--- src/rtl/inv_port_arbiter.sv ---
// Round-robin arbiter sharing the inventory RAM's system port B, with atomic DEC/INC read-modify-write.
// Define INV_ARB_PRIO0_EN to give requester 0 fixed highest priority over the round-robin group.
module inv_port_arbiter #(
    parameter  int NUM_REQ    = 3,
    parameter  int DATA_WIDTH = 16,
    parameter  int ADDR_WIDTH = 8,
    localparam int IDX_W      = $clog2(NUM_REQ)
) (
    input  logic                           clk,
    input  logic                           rst,
    input  logic [NUM_REQ-1:0]             req,
    input  logic [2*NUM_REQ-1:0]           req_op,
    input  logic [ADDR_WIDTH*NUM_REQ-1:0]  req_addr,
    input  logic [DATA_WIDTH*NUM_REQ-1:0]  req_wdata,
    output logic [NUM_REQ-1:0]             ack,
    output logic [DATA_WIDTH-1:0]          rsp_data,
    output logic                           rsp_err,
    output logic                           busy,
    output logic [IDX_W-1:0]               grant_idx,
    output logic [ADDR_WIDTH-1:0]          ram_addr,
    output logic [DATA_WIDTH-1:0]          ram_wdata,
    output logic                           ram_we,
    input  logic [DATA_WIDTH-1:0]          ram_q
);

    typedef enum logic [1:0] {
        OP_READ  = 2'b00,
        OP_WRITE = 2'b01,
        OP_DEC   = 2'b10,
        OP_INC   = 2'b11
    } op_e;

    typedef enum logic [2:0] {
        S_IDLE,
        S_ISSUE,
        S_CAPTURE,
        S_WRITEBACK,
        S_DONE
    } state_e;

    localparam logic [DATA_WIDTH-1:0] ALL_ONES = '1;

    state_e                  r_state;
    op_e                     r_op;
    logic [IDX_W-1:0]        r_rr_ptr;

    logic                    w_any;
    logic [IDX_W-1:0]        w_grant;
    logic [IDX_W-1:0]        w_next_ptr;
    op_e                     w_op;
    logic [ADDR_WIDTH-1:0]   w_addr;
    logic [DATA_WIDTH-1:0]   w_wdata;
    logic [NUM_REQ-1:0]      w_ack_onehot;
    logic [DATA_WIDTH-1:0]   w_dec;
    logic [DATA_WIDTH-1:0]   w_inc;

    // Two passes: requesters at or above the pointer first, then the wrapped-around ones.
    always_comb begin
        // NOTE: every always_comb output gets a default first so no path can infer a latch.
        w_any   = 1'b0;
        w_grant = '0;
        for (int i = 0; i < NUM_REQ; i++) begin
            if (!w_any && req[i] && i >= int'(r_rr_ptr)) begin
                w_any   = 1'b1;
                w_grant = IDX_W'(i);
            end
        end
        for (int i = 0; i < NUM_REQ; i++) begin
            if (!w_any && req[i] && i < int'(r_rr_ptr)) begin
                w_any   = 1'b1;
                w_grant = IDX_W'(i);
            end
        end
`ifdef INV_ARB_PRIO0_EN
        if (req[0]) begin
            w_any   = 1'b1;
            w_grant = '0;
        end
`endif
    end

    always_comb begin
        w_op    = OP_READ;
        w_addr  = '0;
        w_wdata = '0;
        for (int i = 0; i < NUM_REQ; i++) begin
            if (w_grant == IDX_W'(i)) begin
                w_op    = op_e'(req_op[2*i +: 2]);
                w_addr  = req_addr[ADDR_WIDTH*i +: ADDR_WIDTH];
                w_wdata = req_wdata[DATA_WIDTH*i +: DATA_WIDTH];
            end
        end
    end

    assign w_next_ptr   = (w_grant == IDX_W'(NUM_REQ - 1)) ? '0 : w_grant + IDX_W'(1);
    assign w_ack_onehot = {{(NUM_REQ-1){1'b0}}, 1'b1} << grant_idx;
    assign w_dec        = ram_q - DATA_WIDTH'(1);
    assign w_inc        = ram_q + DATA_WIDTH'(1);

    always_ff @(posedge clk) begin
        // NOTE: sequential state uses non-blocking assignments so every register samples pre-edge values.
        if (rst) begin
            r_state   <= S_IDLE;
            r_op      <= OP_READ;
            r_rr_ptr  <= '0;
            ack       <= '0;
            rsp_data  <= '0;
            rsp_err   <= 1'b0;
            busy      <= 1'b0;
            grant_idx <= '0;
            ram_addr  <= '0;
            ram_wdata <= '0;
            ram_we    <= 1'b0;
        end else begin
            case (r_state)
                S_IDLE: begin
                    ack <= '0;
                    if (w_any) begin
                        grant_idx <= w_grant;
                        r_op      <= w_op;
                        ram_addr  <= w_addr;
                        rsp_err   <= 1'b0;
                        busy      <= 1'b1;
                        r_state   <= S_ISSUE;
                        if (w_op == OP_WRITE) begin
                            ram_we    <= 1'b1;
                            ram_wdata <= w_wdata;
                            rsp_data  <= w_wdata;
                        end
`ifdef INV_ARB_PRIO0_EN
                        if (!req[0]) r_rr_ptr <= w_next_ptr;
`else
                        r_rr_ptr <= w_next_ptr;
`endif
                    end
                end
                S_ISSUE: begin
                    ram_we <= 1'b0;
                    if (r_op == OP_WRITE) begin
                        ack     <= w_ack_onehot;
                        r_state <= S_DONE;
                    end else begin
                        r_state <= S_CAPTURE;
                    end
                end
                S_CAPTURE: begin
                    case (r_op)
                        OP_DEC: begin
                            if (ram_q == '0) begin
                                rsp_err  <= 1'b1;
                                rsp_data <= '0;
                                ack      <= w_ack_onehot;
                                r_state  <= S_DONE;
                            end else begin
                                ram_wdata <= w_dec;
                                ram_we    <= 1'b1;
                                rsp_data  <= w_dec;
                                r_state   <= S_WRITEBACK;
                            end
                        end
                        OP_INC: begin
                            if (ram_q == ALL_ONES) begin
                                rsp_err  <= 1'b1;
                                rsp_data <= ram_q;
                                ack      <= w_ack_onehot;
                                r_state  <= S_DONE;
                            end else begin
                                ram_wdata <= w_inc;
                                ram_we    <= 1'b1;
                                rsp_data  <= w_inc;
                                r_state   <= S_WRITEBACK;
                            end
                        end
                        default: begin
                            rsp_data <= ram_q;
                            ack      <= w_ack_onehot;
                            r_state  <= S_DONE;
                        end
                    endcase
                end
                S_WRITEBACK: begin
                    ram_we  <= 1'b0;
                    ack     <= w_ack_onehot;
                    r_state <= S_DONE;
                end
                S_DONE: begin
                    ack     <= '0;
                    busy    <= 1'b0;
                    r_state <= S_IDLE;
                end
                default: begin
                    ack     <= '0;
                    busy    <= 1'b0;
                    ram_we  <= 1'b0;
                    r_state <= S_IDLE;
                end
            endcase
        end
    end

endmodule

--- config.mk ---
export PLATFORM = sky130hd
export DESIGN_NAME = inv_port_arbiter
export DESIGN_NICKNAME = d
export VERILOG_FILES = /design/src/rtl/inv_port_arbiter.sv
export SDC_FILE = /design/constraint.sdc
export NUM_CORES = 1
export LEC_CHECK = 0
export ABC_AREA = 0
export ABC_CLOCK_PERIOD_IN_PS = 3550
export CAP_MARGIN = 15
export CELL_PAD_IN_SITES_DETAIL_PLACEMENT = 0
export CELL_PAD_IN_SITES_GLOBAL_PLACEMENT = 1
export CORE_MARGIN = 2
export CORE_UTILIZATION = 34
export CTS_CLUSTER_SIZE = 30
export DETAILED_ROUTE_END_ITERATION = 10
export HOLD_SLACK_MARGIN = 0.1
export PLACE_DENSITY = 0.82
export SKIP_CTS_REPAIR_TIMING = 1
export SYNTH_ARGS = -nofsm -noshare
export SYNTH_HDL_FRONTEND = slang
export SYNTH_SLANG_ARGS = --single-unit
--- constraint.sdc ---
create_clock -name clk -period 3.55 [get_ports clk]
set_input_delay 0.71 -clock clk [delete_from_list [all_inputs] [get_ports clk]]
set_output_delay 0.71 -clock clk [all_outputs]
set_load 0.05 [all_outputs]
# == After elaboration in Yosys (flattened, before gate mapping) ==
# Cells that the tools add are included.
# op_classes
addsub,3
order_cmp,6
n_eq_ne,19
n_shift,1
mux,55
bitwise_logic,2
reduce_logical,28
# ops
op,count
$mux W16,9
$pmux W16 S2,4
$mux W8,3
$mux W3,7
$add A16 B1 Y16 const B,1
$eq A16 B16 Y1 const B,1
$logic_not A16 Y1,1
$mux W2,8
$sub A16 B1 Y16 const B,1
$mux W1,15
$ne A3 B3 Y1 const B,4
$pmux W3 S2,2
$pmux W3 S4,1
$reduce_and A6 Y1,2
$logic_and A1 B1 Y1,11
$pmux W3 S3,1
$pmux W1 S2,4
$eq A2 B1 Y1 const B,3
$eq A2 B2 Y1 const B,3
$eq A3 B2 Y1 const B,2
$ne A2 B2 Y1 const B,3
$reduce_and A3 Y1,2
$logic_not A1 Y1,5
$reduce_and A5 Y1,1
16 further kinds,20
# totals
ff_bits,55
in_bits,99
output_inout_bits,48
elab_cells,125

# == Longest topological paths before layout ==
# logic_depth
word_depth,31
ltp_mapped,10
mapped_depth_nobuf,8

# == Worst setup path after synthesis ==
# OpenSTA, ideal clock, no wires.
# synth_timing
path_kind,input to register
startpoint,in ram_q[0]
endpoint,reg rsp_data[8]
setup_time_ns,0.133
arrival_ns,2.575
required_ns,3.417
path_slack_ns,0.841
cell_stages,9
path_buffers,1
cell_sequence,inv_1 ha_1 or3b_2 clkbuf_1 nor3_1 mux2_2 a221o_1 o211ai_1 a311oi_1
# synth_via
elab_chain_len,4
word_cells_on_any_way,8
classes_between,add/sub (2); eq/ne (1); mux (4); reduce/logical (1)
# synth_rtl
item,line_no,rtl
from (decl),23,input logic [DATA_WIDTH-1:0] ram_q
$add A16 B1 Y16 (tied with other cells),98,assign w_inc = ram_q + DATA_WIDTH'(1);
$mux W16 (on tied branches),"162, 149",
$pmux W16 S2 *,147,case (r_op)
$pmux W16 S2 *,115,case (r_state)
to (signal assigned),157,rsp_data <= w_dec;
to (signal assigned),164,rsp_data <= ram_q;
to (signal assigned),170,rsp_data <= w_inc;
to (decl),16,"output logic [DATA_WIDTH-1:0] rsp_data,"
# Mark *: on every way between the ends. The rest lies on a longest branch, timed or not.
# A chain may end at the register's enable or synchronous reset.

# == Worst setup path in the final report ==
# layout_timing
startpoint,in ram_q[1]
endpoint,reg ram_wdata[15]
# layout_via
elab_chain_len,4
word_cells_on_any_way,11
classes_between,add/sub (2); eq/ne (3); mux (4); reduce/logical (2)
# layout_rtl
item,line_no,rtl
$add A16 B1 Y16 or $sub A16 B1 Y16 (tied branches),"98, 97",
$mux W16 (on tied branches),"162, 149",
$pmux W16 S2,147,
$pmux W16 S2,115,
to (signal assigned),127,ram_wdata <= w_wdata;
to (signal assigned),155,ram_wdata <= w_dec;
to (signal assigned),168,ram_wdata <= w_inc;
to (decl),21,"output logic [DATA_WIDTH-1:0] ram_wdata,"
# Several ways; a longest one is shown, not always the timed one. The select of a mux whose other input is x is not followed.

==> flow_summary.ini <==
[floorplanning]
floorplan.rows = 43
boundaryPins = 147
core_sq_um = 13800
initial_core_util_pct = 34.5
dieArea_sq_um = 14900
die-width_um = 122
fp.dieH_um = 122

[cells_and_area]
drive_above_1_share_pct = 13.0
final_core_util_pct = 49.0
n_fill_cell = 1409
fin_nets = 901
regArea_sq_um = 1100
syn_to_final_growth_pct = 41.9
multiInputGateArea_sq_um = 3320
diodes = 0
final_common_cell = clkdlybuf4s50_1
final_cell_mix = clkdlybuf4s50_1 (145), nand2_1 (58), buf_4 (56)

[logic_synthesis]
synth_area_leader_cell = dfxtp_1
yosys-top-cells-area = dfxtp_1 (23%), nand3_1 (5.8%), a21oi_1 (4.9%), nand2_1 (4.6%), o21ai_0 (4.5%)
yosys_warnings = 0
synth_seq_cells = 55
synth_cell_type_count = 76
netlist_area_sq_um = 4750
synth_fp_nets = 759
async_reset_ff_share_pct = 0
yosysSeqAreaShare_pct = 23.2
netlist_instances = 658
syn_area_per_cell_sq_um = 7.23
synthFlopType = dfxtp_1
synth_top_area_share_pct = 23.2
synth_edf_count = 0

[critical_path]
worst_ep_arrival_time_ns = 3.40
regToRegSetupSlack_ns = 0.70
start_kind = input port
critical_path_required_ns = 3.77
cp-end-kind = register
crit_chain = clkdlybuf4s50_1 -> ha_1 -> nand3_2 -> or4_4 -> o21ai_4 -> a21oi_2 -> or2_1 -> a311oi_1
cp_slowest_cell = or4_4
critPathMaxFanout = 16
worstSetupPathType = in2reg
critPathMaxStageDelay_ns = 0.62

[clock_network]
clk_latency_ns = 0.30
clock-sinks = 55
cts_tree = done
root_buffer = clkbuf_16
htreeDepth = 2
cts_max_path_buffers = 2
cts-buffers-inserted = 5
clk_pin_slew_ns = 0.07

[placed_design]
globalplace.congestion = 0.922
preCtsSetupSlack_ns = 0.0716
io_buffers = 146
post-dp-hpwl_um = 15300

[timing]
finalCritPeriodShare_pct = 89.7
final_hold_viol_count = 0
timing.slew.headroom_pct = 49.6
setup_violations = 0
period_minus_slack_ns = 3.19
rsz0062_at_grt = false
fin_tns_setup_ns = 0
fmax_mhz = 314
fin_worst_skew_ns = 0.00580
worst_slack_ns = 0.365
tightest_slew_ns = 0.754
drv_slew = 0

[power_and_ir_drop]
leakagePower_nw = 2.34
power.density_nw_per_um2 = 438
vdd_drop_max_mv = 0.294

[global_route]
grt.total_usage_pct = 26.8
antenna_found_initial = 0
grt_pass1_vias = 5679
grt-ovfl-total = 0
grt_max_degree = 46
grt_pass1_wl_um = 31200

[detailed_routing]
drtIter0Drc = 463
finalWirelength_um = 20000
vias_per_cell = 5.99
wl_met3_um = 1160
route.antenna.remaining_nets = 0
met1_length_um = 8620
drcViolationCount = 0
dr_wl_met2_um = 9660
highest_layer = met4
firstDrtPassIters = 7
route.vias.total = 5874
wl_per_cell_um = 20.3

[job]
drv_cap = 0

[hold_path]
min_path_type = reg2reg

[outcome]
status = finished, final reports clean
[synth_stat cells (4+ instances only)]
master	instances
and3_1	8
nor2_1	32
a22oi_1	12
a21oi_1	47
buf_2	13
o31ai_1	7
nor3_1	41
xor2_1	5
mux2i_1	6
xnor2_1	14
nand2_1	58
dfxtp_1	55
nor2b_1	4
a221o_1	4
and2_1	5
nor3b_1	4
o211ai_1	15
a211oi_2	8
o21bai_1	12
or4_4	4
inv_1	14
clkbuf_1	47
nor4_1	8
nand2b_1	8
a311oi_1	16
o221ai_1	4
or3_1	4
o21a_1	4
buf_6	4
nand3_1	55
a211oi_1	5
a31oi_1	27
o21ai_0	43
[critical path, delay by kind of cell]
kind                       cells  cell delay [ns]
and+or+nand+nor                3             1.30
AOI/OAI and AO/OA              3             0.66
buffers and inverters          1             0.52
adders and majority gates      1             0.21
[state kept, by name, indices dropped and copies added, names as in the netlist]
register / cells
ram_we: 1
rsp_err: 1
r_op: 2
ram_wdata: 16
r_rr_ptr: 2
r_state: 3
rsp_data: 16
ack: 3
busy: 1
ram_addr: 8
grant_idx: 2
[worst paths after layout]
kind,startpoint,to,cells after the start
worst max-delay path,ram_q[1],ram_wdata[15]$_SDFFE_PP0P_,8
worst min-delay path,ram_addr[7]$_SDFFE_PP0P_,ram_addr[7]$_SDFFE_PP0P_,2
worst max register to register,r_rr_ptr[1]$_SDFFE_PP0P_,ram_wdata[15]$_SDFFE_PP0P_,6
worst min register to register,ram_addr[7]$_SDFFE_PP0P_,ram_addr[7]$_SDFFE_PP0P_,2
[cell type report]
type                       instances  share of cell area, %
sequential                        55                   16.3
inverter                          14                  0.779
tap                              180                   3.34
timing repair buffer             203                   28.1
clock inverter                     2                  0.241
clock buffer                       6                   2.06
multi-input combinational        521                   49.2
[cell families (layout without fill, tap and decap cells)]
family | after synthesis | count (layout) | synth area share [%]
flops | 55 | 55 | 23.2
fa+ha+maj | 2 | 2 | 0.526
buf+inv | 82 | 225 | 7.61
xor+xnor | 19 | 19 | 3.50
mux | 7 | 7 | 1.50
compound gates | 236 | 236 | 35.1
simple gates | 257 | 257 | 28.6
[report_power, final]
part           switching [mW]  internal (mW)
registers               0.116          0.728
logic                   0.977          0.603
clock network           0.248          0.283
[stage by stage]
step	std cells	hold WS [ns]	instance area (sq um)	power [mW]
final	981	0.459	6750	2.96
after global routing	981	0.479	6750	3.12
after floorplan	658	0.501	4750	1.83
after CTS	981	0.460	6750	2.96
after detailed placement	973	0.449	6590	2.43
after global placement	973	0.444	6590	2.41
[per-layer routing]
layer / up-vias / GRT usage, %
met4: 0 / 8.05
met2: 202 / 45.7
met3: 34 / 5.07
met1: 2856 / 34.2
met5: - / 0
li1: 2782 / -
Note: power is estimated with default switching activity, not from simulation.
